**config.mk**
```make
export PLATFORM = sky130hd
export DESIGN_NAME = nx_grid_sequencer
export DESIGN_NICKNAME = d
export VERILOG_FILES = /design/src/rtl/nx_grid_sequencer.sv
export SDC_FILE = /design/constraint.sdc
export NUM_CORES = 1
export LEC_CHECK = 0
export ABC_AREA = 1
export ABC_CLOCK_PERIOD_IN_PS = 5900
export BUFFER_PORTS_ARGS = -buffer_cell sky130_fd_sc_hd__buf_2
export CORE_MARGIN = 3
export CORE_UTILIZATION = 55
export CTS_CLUSTER_DIAMETER = 50
export DETAILED_ROUTE_END_ITERATION = 10
export PLACE_DENSITY = 0.87
export SYNTH_ARGS = -nofsm -noshare
export SYNTH_HDL_FRONTEND = slang
export SYNTH_SLANG_ARGS = --single-unit
```
**constraint.sdc**
```tcl
create_clock -name clk_i -period 5.9 [get_ports clk_i]
set_input_delay 0.59 -clock clk_i [delete_from_list [all_inputs] [get_ports clk_i]]
set_output_delay 0.59 -clock clk_i [all_outputs]
set_load 0.1 [all_outputs]
```
**src/rtl/nx_grid_sequencer.sv**
```systemverilog
// ---------------------------------------------------------------------------
// nx_grid_sequencer
//
// Central controller for a grid of nx_node instances. Once every node reports
// idle it broadcasts a single-cycle trigger. It then passes the channel token
// to each node in index order, waits for the grid to settle again, and counts
// the completed cycle. A run stops after a programmed number of cycles
// (pulsing done_o), or at the next settle point after enable_i drops when the
// programmed count is zero.
//
// Parameters
//   NODES          number of nodes, indexed 0..NODES-1 (row-major flattening)
//   CYCLE_WIDTH    width of the cycle target and the cycle counter
//   SETTLE_CYCLES  consecutive all-idle cycles that mean "grid settled" (>=1)
//
// Ports
//   clk_i            clock, rising edge
//   rst_i            asynchronous active-low reset
//   enable_i         level-sensitive run request
//   cycles_i         cycles to run, 0 = run until enable_i drops
//   node_idle_i      per-node idle flags
//   token_release_i  per-node token release flags
//   trigger_o        one-cycle broadcast trigger
//   token_grant_o    one-hot-or-zero token grant
//   busy_o           high whenever the sequencer is not idle
//   done_o           one-cycle pulse when the programmed cycle count completes
//   cycle_count_o    completed cycles since the last run start
// ---------------------------------------------------------------------------
module nx_grid_sequencer #(
  parameter int NODES         = 16,
  parameter int CYCLE_WIDTH   = 32,
  parameter int SETTLE_CYCLES = 2
) (
  input  logic                   clk_i,
  input  logic                   rst_i,
  input  logic                   enable_i,
  input  logic [CYCLE_WIDTH-1:0] cycles_i,
  input  logic [NODES-1:0]       node_idle_i,
  input  logic [NODES-1:0]       token_release_i,
  output logic                   trigger_o,
  output logic [NODES-1:0]       token_grant_o,
  output logic                   busy_o,
  output logic                   done_o,
  output logic [CYCLE_WIDTH-1:0] cycle_count_o
);

  localparam int SW = $clog2(SETTLE_CYCLES + 1);
  localparam int IW = (NODES > 1) ? $clog2(NODES) : 1;

  typedef enum logic [2:0] {
    ST_IDLE,
    ST_SETTLE,
    ST_TRIGGER,
    ST_TOKEN,
    ST_DONE
  } state_t;

  state_t                 state_q, state_d;
  logic [SW-1:0]          settle_cnt_q, settle_cnt_d;
  logic                   first_q, first_d;
  logic [CYCLE_WIDTH-1:0] target_q, target_d;
  logic [CYCLE_WIDTH-1:0] count_d;
  logic [NODES-1:0]       grant_d;
  logic [IW-1:0]          idx_q, idx_d;

  // Next-state logic. Every registered output is derived from the next
  // state here and then captured in the register process, so outputs are
  // plain flops with no combinational path from any input.
  always_comb begin
    state_d      = state_q;
    settle_cnt_d = settle_cnt_q;
    first_d      = first_q;
    target_d     = target_q;
    count_d      = cycle_count_o;
    grant_d      = token_grant_o;
    idx_d        = idx_q;

    case (state_q)
      ST_IDLE: begin
        if (enable_i) begin
          state_d      = ST_SETTLE;
          target_d     = cycles_i;
          count_d      = '0;
          first_d      = 1'b1;
          settle_cnt_d = '0;
        end
      end

      ST_SETTLE: begin
        // The decision is taken on the edge on which the all-idle count
        // would reach SETTLE_CYCLES, so SETTLE lasts SETTLE_CYCLES cycles
        // when the grid is already quiet.
        if ((&node_idle_i) && (token_grant_o == '0)) begin
          if (settle_cnt_q == SW'(SETTLE_CYCLES - 1)) begin
            settle_cnt_d = '0;
            if (first_q) begin
              first_d = 1'b0;
              state_d = ST_TRIGGER;
            end else begin
              count_d = cycle_count_o + CYCLE_WIDTH'(1);
              if ((target_q != '0) && (count_d == target_q)) begin
                state_d = ST_DONE;
              end else if (!enable_i) begin
                state_d = ST_IDLE;
              end else begin
                state_d = ST_TRIGGER;
              end
            end
          end else begin
            settle_cnt_d = settle_cnt_q + SW'(1);
          end
        end else begin
          settle_cnt_d = '0;
        end
      end

      ST_TRIGGER: begin
        state_d = ST_TOKEN;
        grant_d = NODES'(1);
        idx_d   = '0;
      end

      ST_TOKEN: begin
        // Only the release bit of the node currently holding the token is
        // looked at; everything else on token_release_i is ignored.
        if (token_release_i[idx_q]) begin
          if (idx_q == IW'(NODES - 1)) begin
            grant_d      = '0;
            state_d      = ST_SETTLE;
            settle_cnt_d = '0;
          end else begin
            grant_d = token_grant_o << 1;
            idx_d   = idx_q + IW'(1);
          end
        end
      end

      ST_DONE: begin
        state_d = ST_IDLE;
      end

      default: begin
        state_d = ST_IDLE;
      end
    endcase
  end

  // State and output registers. Reset withdraws the token and clears all
  // outputs immediately, without waiting for a clock edge.
  always_ff @(posedge clk_i or negedge rst_i) begin
    if (!rst_i) begin
      state_q       <= ST_IDLE;
      settle_cnt_q  <= '0;
      first_q       <= 1'b0;
      target_q      <= '0;
      idx_q         <= '0;
      cycle_count_o <= '0;
      token_grant_o <= '0;
      trigger_o     <= 1'b0;
      busy_o        <= 1'b0;
      done_o        <= 1'b0;
    end else begin
      state_q       <= state_d;
      settle_cnt_q  <= settle_cnt_d;
      first_q       <= first_d;
      target_q      <= target_d;
      idx_q         <= idx_d;
      cycle_count_o <= count_d;
      token_grant_o <= grant_d;
      trigger_o     <= (state_d == ST_TRIGGER);
      busy_o        <= (state_d != ST_IDLE);
      done_o        <= (state_d == ST_DONE);
    end
  end

endmodule
```
Yosys cells after proc, flatten, opt, wreduce, memory -nomap -nowiden
Index checks and enable logic that the tools add are counted.
{"block": "op_classes", "n_addsub": 3, "n_lt_le_gt_ge": 1, "eq_ne": 15, "mux": 32, "n_reduce_logical": 16}
{"operator": "32-bit two-way mux", "count": 4}
{"operator": "32-bit case mux with 2 select lines", "count": 1}
{"operator": "32-bit by 1-bit adder with 32-bit output, second input constant", "count": 1}
{"operator": "32-bit equality test", "count": 1}
{"operator": "16-bit two-way mux", "count": 2}
{"operator": "16-bit case mux with 2 select lines", "count": 1}
{"operator": "32-bit nonzero test", "count": 1}
{"operator": "3-bit two-way mux", "count": 7}
{"operator": "16-bit zero test", "count": 1}
{"operator": "16-bit AND reduction", "count": 1}
{"operator": "2-bit inequality test, second input constant", "count": 7}
{"operator": "2-bit two-way mux", "count": 6}
{"operator": "3-bit case mux with 4 select lines", "count": 1}
{"operator": "3-bit by 2-bit equality test with 1-bit output, second input constant", "count": 3}
{"operator": "4-bit two-way mux", "count": 2}
{"operator": "4-bit case mux with 2 select lines", "count": 1}
{"operator": "4-bit AND reduction", "count": 2}
{"operator": "2-bit case mux with 3 select lines", "count": 1}
{"operator": "3-bit nonzero test", "count": 2}
{"operator": "4-bit by 5-bit less-than comparator with 1-bit output, second input constant", "count": 1}
{"operator": "5-bit AND reduction", "count": 1}
{"operator": "4-bit by 1-bit adder with 4-bit output, second input constant", "count": 1}
{"operator": "1-bit binary-select mux with 4-bit select", "count": 1}
{"operator": "4-bit equality test, second input constant", "count": 1}
{"operator": "other kinds (11)", "count": 17}
{"block": "totals", "register_bits": 93, "in_bits": 67, "output_inout_bits": 51, "word_cells": 77}

Longest topological paths before layout
Gate-level depths: netlist of run 1.
{"block": "logic_depth", "word_depth": 9, "depth_mapped": 18, "mapped_depth_nobuf": 18}

Worst setup path before layout of run 1
Ideal clock, no wire load.
{"block": "synth_timing", "kind": "register to register", "startpoint": "register cycle_count_o[0]", "endpoint": "register busy_o", "setup_time_ns": 0.135, "arrival_ns": 2.681, "required_ns": 5.765, "slack_ns": 3.084, "stages_incl_launch_ff": 17, "n_path_buf": 0, "period_less_slack_ns": 2.816, "cell_sequence": "dfrtp_1 ha_1 nand2_1 nor2_4 nand2_2 nor2_2 nand2_1 nand3b_1 nand2_1 nor2_1 nand2_1 nor2_2 nand2_1 nor2_2 nand2_2 nand2_4 nand4_1"}
{"block": "synth_between", "elab_chain_cells": 9}
{"element": "start, declared", "line_no": "44", "text": "output logic [CYCLE_WIDTH-1:0] cycle_count_o"}
{"element": "start signal, assigned", "line_no": "168", "text": "cycle_count_o <= count_d;"}
{"element": "32-bit by 1-bit adder with 32-bit output", "line_no": "100", "text": "count_d = cycle_count_o + CYCLE_WIDTH'(1);"}
{"element": "32-bit equality test", "line_no": "101", "text": "if ((target_q != '0) && (count_d == target_q)) begin"}
{"element": "1-bit logical AND", "line_no": "101"}
{"element": "3-bit two-way mux", "line_no": "101"}
{"element": "3-bit two-way mux", "line_no": "96", "text": "if (first_q) begin"}
{"element": "3-bit two-way mux", "line_no": "94", "text": "if (settle_cnt_q == SW'(SETTLE_CYCLES - 1)) begin"}
{"element": "3-bit two-way mux", "line_no": "93", "text": "if ((&node_idle_i) && (token_grant_o == '0)) begin"}
{"element": "3-bit case mux with 4 select lines", "line_no": "78", "text": "case (state_q)"}
{"element": "3-bit nonzero test", "line_no": "171", "text": "busy_o <= (state_d != ST_IDLE);"}
{"element": "end signal, assigned", "line_no": "171"}
{"element": "end, declared", "line_no": "42", "text": "output logic busy_o,"}
Every way passes these cells.
A chain may end at the register's enable or synchronous reset.

Final worst setup path of run 1
{"block": "layout_timing", "startpoint": "register state_q[0]", "endpoint": "register cycle_count_o[3]"}
{"block": "layout_between", "elab_chain_cells": 3, "elab_cells_between_ends": 9, "cone_classes": "eq/ne: 5; mux: 1; reduce/logical: 3"}
{"element": "start, declared", "line_no": "58", "text": "state_t state_q, state_d;"}
{"element": "start signal, assigned", "line_no": "163", "text": "state_q <= state_d;"}
{"element": "3-bit by 1-bit equality test with 1-bit output / 3-bit zero test (equally long branches)", "line_no": "78"}
{"element": "2-bit inequality test (no line) / 2-bit nonzero test (equally long branches)"}
{"element": "5-bit AND reduction (no line)"}
Parallel ways exist; a longest one is shown, timed or not.

==> run_results.csv, run 1 <==
group,metric,value,unit
outcome,outcome,"finished, final reports clean",
yosys,synth_enable_flop_cells,0,
floorplanning,core-area,9770,um^2
clocking,ctsRootBufferMaster,"clkbuf_8",
pwr,peakVddDrop,0.397,mV
global_routing,grt_max_degree,64,
layout,nFillCells,874,
worst_setup_path,path_delay_family,"simple AND/OR/NAND/NOR gates",
worst_setup_path,worst_path_max_delay_cell,"a21boi_4",
layout,fin_util,66.0,%
layout,seq_area,2330,um^2
clocking,clock_sinks,93,
layout,num_antenna_cells,0,
yosys,async_flop_share,100,%
global_routing,gr-total-overflow,0,
pwr,leakagePower,3.61,nW
layout,drive_above_1_share,18.9,%
pwr,clock_power_share,15.8,%
drt,drt_iter0_drc,425,
sta,tns,0,ns
layout,syn_to_final_growth,16.2,%
worst_setup_path,crit_buf_inv,1,
sta,slew_headroom,23.9,%
sta,maxSlewViolCount,0,
sta,skew,0.00977,ns
pwr,switching_share,51.4,%
clocking,cts.repair.resized,0,
floorplanning,dieArea,11300,um^2
drt,routed_wl,14400,um
worst_setup_path,rr_endpoint,"cycle_count_o[3]",
yosys,syn_nets,868,
yosys,synth_cell_types,35,
min_path,hp-class,"in2async",
drt,drtAntennaViolNets,0,
drt,vias,5616,
floorplanning,fp.dieH,106,um
yosys,synth_commonest_cells,"271 x nand2_1, 93 x dfrtp_1, 88 x nor2_1",
worst_setup_path,path_depth,5,
global_routing,grt_pass1_vias,5238,
yosys,synth.top_cells.by_area,"dfrtp_1 42%, nand2_1 18%, nand3_1 6.4%",
drt,drcViolationCount,0,
yosys,synth_cells,799,
pwr,finalPower,2.68,mW
sta,finalSetupViolCount,0,
worst_setup_path,crit_chain,"inv_1, nand3_1, a21boi_4, nand2_1, o22ai_1",
floorplanning,ios,118,
clocking,cts_hold_buf,0,
place,detailed_place_hpwl,10900,um
pwr,cellPowerDensity,416,nW/um^2
clocking,post-cts-setup-buffer-count,0,
yosys,synth_flop_cell,"dfrtp_1",
clocking,clk_pin_slew,0.10,ns
worst_setup_path,cpPeakStageDelay,1.04,ns
place,gp_congestion,0.952,
yosys,synth_top_area_share,41.9,%
drt,wire_per_inst,13.8,um
worst_setup_path,rr_worst_depth,5,
floorplanning,die_x,106,um
sta,max_clock_freq,0.265,GHz
sta,rsz0062_at_grt,"false",
pwr,p_int,1.30,mW
yosys,syn-cell-area,5550,um^2
worst_setup_path,crit_required,6.15,ns
sta,post-route-period-util,63.9,%
yosys,ys_seq_area_share,41.9,%
drt,avgViaCountPerCell,5.36,
global_routing,grt_pass1_wl,24200,um
layout,multi_input_area,2830,um^2
drt,first_pass_iters,7,
worst_setup_path,rr_startpoint,"state_q[0]",
sta,finalHoldViolations,0,
yosys,avgSynthCellArea,6.95,um^2
yosys,synth_most_common_cell,"nand2_1",
yosys,yosys.area.top_type,"dfrtp_1",
flow_run,cap_violations,0,
yosys,yosys_warnings,0,
clocking,clk_path_buf_depth,2,
worst_setup_path,cp-start-kind,"register",
worst_setup_path,rrSetupSlack,2.13,ns
global_routing,grt_util_all_layers,26.6,%
worst_setup_path,critPathArrivalTime,4.01,ns
pwr,p_comb_share,48.4,%
sta,tightest_slew,1.14,ns
clocking,clk_latency,0.36,ns
floorplanning,rows,36,
pwr,p_seq_share,35.8,%
yosys,ys_ff_latch,93,
sta,min_period,3.77,ns
floorplanning,initial_core_util,56.8,%
worst_setup_path,worstSetupPathType,"reg2reg",
global_routing,antenna_found_initial,0,
layout,finalNetCount,979,
pwr,switchingPower,1.38,mW
clocking,cts_tree,"done",
worst_setup_path,endpoint_kind,"register",
clocking,cts-htree-levels,3,
place,portBuffers,117,
clocking,cts_buffers,9,
worst_setup_path,cp_max_fo,33,
==> per-layer routing <==
metal / part of all wire (%) / up-vias / track usage, %
met2: 46 / 215 / 40.5
met1: 43 / 2553 / 37.9
met5: 0 / - / 0
met3: 7.1 / 45 / 4.19
li1: - / 2803 / -
met4: 3.9 / 0 / 11.1
==> layout make-up <==
| type | count | area share (%) |
|---|---|---|
| multi-input combinational | 598 | 43.9 |
| sequential | 93 | 36.1 |
| tap | 133 | 2.58 |
| clock inverter | 7 | 1.07 |
| timing repair buffer | 118 | 9.24 |
| clock buffer | 9 | 1.92 |
| inverter | 90 | 5.24 |
==> state kept, by name, indices dropped and copies added, names as in the netlist <==
register and cells:
cycle_count_o 32, done_o 1, target_q 32, idx_q 4, first_q 1, settle_cnt_q 2, busy_o 1, state_q 3
trigger_o 1, token_grant_o 16
==> cells in the final DEF, fill, tap and decap left out, types with 2 or more instances in the layout <==
cell,count
nor2_4,4
buf_2,116
ha_1,2
clkinv_4,4
nor3_1,3
nand4_1,12
a21oi_1,2
xnor3_1,2
nand3b_1,14
nand3_2,3
o22ai_1,31
o211ai_1,2
clkbuf_8,9
buf_4,2
nand2_1,271
inv_1,87
xor2_1,3
nor2_2,13
inv_2,3
o21ai_0,53
nand2_2,10
o21ai_1,2
nor4_1,2
nor2_1,88
inv_8,3
nand3_1,71
dfrtp_1,93
==> kinds of logic (layout without fill, tap and decap cells) <==
family	after synthesis	count (layout)	share of synthesized area [%]
AOI/OAI and AO/OA	93	93	9.29
buffers and inverters	108	224	7.44
DFF	93	93	41.9
xor gates and xnor gates	6	6	1.44
adders and majority gates	2	2	0.451
and+or+nand+nor	497	497	39.5
==> how the worst max path moves through the flow <==
| stage | start | slack (ns) | end |
|---|---|---|---|
| global placement | enable_i | 2.15 | cycle_count_o[9] |
| CTS | state_q[0] | 2.14 | cycle_count_o[3] |
| detailed placement | enable_i | 1.98 | cycle_count_o[0] |
| global route | state_q[1] | 1.73 | cycle_count_o[9] |
| finish | state_q[0] | 2.13 | cycle_count_o[3] |
| floorplan | cycle_count_o[0] | 3.08 | busy_o |
==> power by group through the flow <==
stage	clock network, mW	registers (mW)	logic [mW]
3_5_place_dp	0	0.968	1.29
3_3_place_gp	0	0.965	1.27
2_1_floorplan	0	1.31	0.674
5_1_grt	0.455	0.984	1.44
4_1_cts	0.425	0.957	1.30
6_report	0.423	0.961	1.30
==> per-stage QoR <==
step / instance area [um^2] / worst slack, ns / instances / hold WS [ns]
after global placement: 6250 / 2.15 / 1032 / 0.503
after floorplan: 5550 / 3.08 / 799 / 0.294
after detailed placement: 6250 / 1.98 / 1032 / 0.501
final: 6450 / 2.13 / 1048 / 0.148
after CTS: 6450 / 2.14 / 1048 / 0.161
after global routing: 6450 / 1.73 / 1048 / 0.177
Note: power is estimated with default switching activity, not from simulation.
==> run 2: changes to the inputs <==
- ABC_CLOCK_PERIOD_IN_PS: 5900 -> 3680
- clock period: 5.9 -> 3.68 ns (I/O delays scaled with it)
==> run_results.csv, run 2 (synthesis gave the netlist of run 1 again) <==
group,metric,value,unit
outcome,outcome,"finished, final reports clean",
worst_setup_path,crit_top_cell,"buf_4",
worst_setup_path,crit_chain,"inv_1, nand4_1, nor4_1, and2_1, nand3_1, a21boi_2, buf_4, nand2_1, buf_4, o22ai_1",
worst_setup_path,cp_max_fo,33,
sta,post-route-period-util,69.3,%
sta,tns,0,ns
floorplanning,ios,118,
clocking,clock_sinks,93,
place,portBuffers,117,
clocking,cts-htree-levels,3,
clocking,clk_pin_slew,0.11,ns
clocking,ctsRootBufferMaster,"clkbuf_8",
drt,drtAntennaViolNets,0,
sta,max_clock_freq,0.392,GHz
layout,finalNetCount,986,
place,place_inst,1038,
layout,fin_util,66.6,%
clocking,cts_tree,"done",
layout,layout_commonest_cell,"nand2_1",
layout,final_cell_mix,"271 x nand2_1, 116 x buf_2, 93 x dfrtp_1, 88 x nor2_1, 87 x inv_1",
floorplanning,dieArea,11300,um^2
floorplanning,core-area,9770,um^2
drt,first_pass_iters,6,
clocking,clk_latency,0.38,ns
global_routing,grt_max_degree,47,
worst_setup_path,critPathArrivalTime,2.83,ns
place,detailed_place_hpwl,11200,um
global_routing,grt_util_all_layers,27.5,%
global_routing,antenna_found_initial,0,
min_path,hp-class,"in2reg",
sta,min_period,2.55,ns
floorplanning,fp.dieH,106,um
worst_setup_path,crit_buf_inv,3,
sta,maxSlewViolCount,0,
floorplanning,die_x,106,um
drt,avgViaCountPerCell,5.45,
pwr,cellPowerDensity,676,nW/um^2
layout,drive_above_1_share,19.3,%
worst_setup_path,worst_path_max_delay_cell,"dfrtp_1",
drt,routed_wl,14900,um
floorplanning,rows,36,
clocking,cts.repair.resized,0,
pwr,peakVddDrop,0.642,mV
floorplanning,initial_core_util,56.8,%
drt,vias,5752,
global_routing,grt_pass1_vias,5303,
pwr,leakagePower,3.65,nW
worst_setup_path,path_delay_family,"simple AND/OR/NAND/NOR gates",
clocking,cts_buffers,9,
worst_setup_path,cpPeakStageDelay,0.41,ns
layout,num_antenna_cells,0,
sta,tightest_slew,0.779,ns
sta,skew,0.0193,ns
layout,top_regs,"cycle_count_o x32, target_q x32, token_grant_o x16",
place,gp_congestion,0.952,
worst_setup_path,endpoint_kind,"register",
flow_run,cap_violations,0,
worst_setup_path,crit_required,3.96,ns
global_routing,gr-total-overflow,0,
sta,finalSetupViolCount,0,
global_routing,grt_pass1_wl,24700,um
pwr,finalPower,4.40,mW
drt,wire_per_inst,14.1,um
sta,slew_headroom,48.0,%
worst_setup_path,cp-start-kind,"register",
drt,drt_iter0_drc,378,
layout,final-instance-count-excl-fill,1055,
clocking,clk_path_buf_depth,2,
sta,rsz0062_at_grt,"false",
sta,finalHoldViolations,0,
worst_setup_path,worstSetupPathType,"reg2reg",
layout,syn_to_final_growth,17.3,%
drt,drcViolationCount,0,
-- run 2: metrics by stage --
step,hold slack [ns],cell area [um^2],setup WS [ns]
2_1_floorplan,0.0724,5550,0.864
3_3_place_gp,0.299,6290,1.20
3_5_place_dp,0.302,6290,1.14
4_1_cts,0.162,6510,1.13
5_1_grt,0.178,6510,0.785
6_report,0.175,6510,1.13
-- run 2: layout make-up --
type	count	area (um^2)
Inverter	90	338
Clock buffer	11	141
Clock inverter	5	66.3
Sequential cell	93	2330
Fill cell	885	3260
Tap cell	133	166
Multi-Input combinational cell	598	2820
Timing Repair Buffer	125	651
-- run 2: final timing paths --
kind                                   start           endpoint  slack (ns)  cells past startpoint
setup / recovery           token_grant_o[13]  cycle_count_o[14]        1.13                     10
max in group asynchronous              rst_i       target_q[20]        2.36                      3
hold / removal                   cycles_i[9]        target_q[9]        0.18                      3
min in group asynchronous              rst_i  cycle_count_o[28]        0.43                      2
hold reg to reg              settle_cnt_q[1]    settle_cnt_q[1]        0.54                      1
setup reg to reg           token_grant_o[13]  cycle_count_o[14]        1.13                     10
-- run 2: timing repair --
item,CTS,global route
hold buffers,1,0
hold endpoints to repair,26,0
buffers inserted,0,0
-- run 2: report_power, final --
part | leakage, nW | internal, mW | switching, mW
combinational | 2.49 | 0.572 | 1.55
clock | 0.102 | 0.341 | 0.385
sequential | 1.06 | 1.27 | 0.274
-- run 2: tightest hold or removal path: cells and delay by family --
kind / cells / cell delay [ns]
simple gates: 2 / 0.09
buf+inv: 1 / 0.07
-- run 2: routing by layer --
layer	routed length (um)	GRT usage (%)	vias to the layer above
met5	0	0	-
met4	502	12.1	0
met3	1300	5.89	42
met2	6900	42.7	255
met1	6220	37.2	2646
li1	-	-	2809
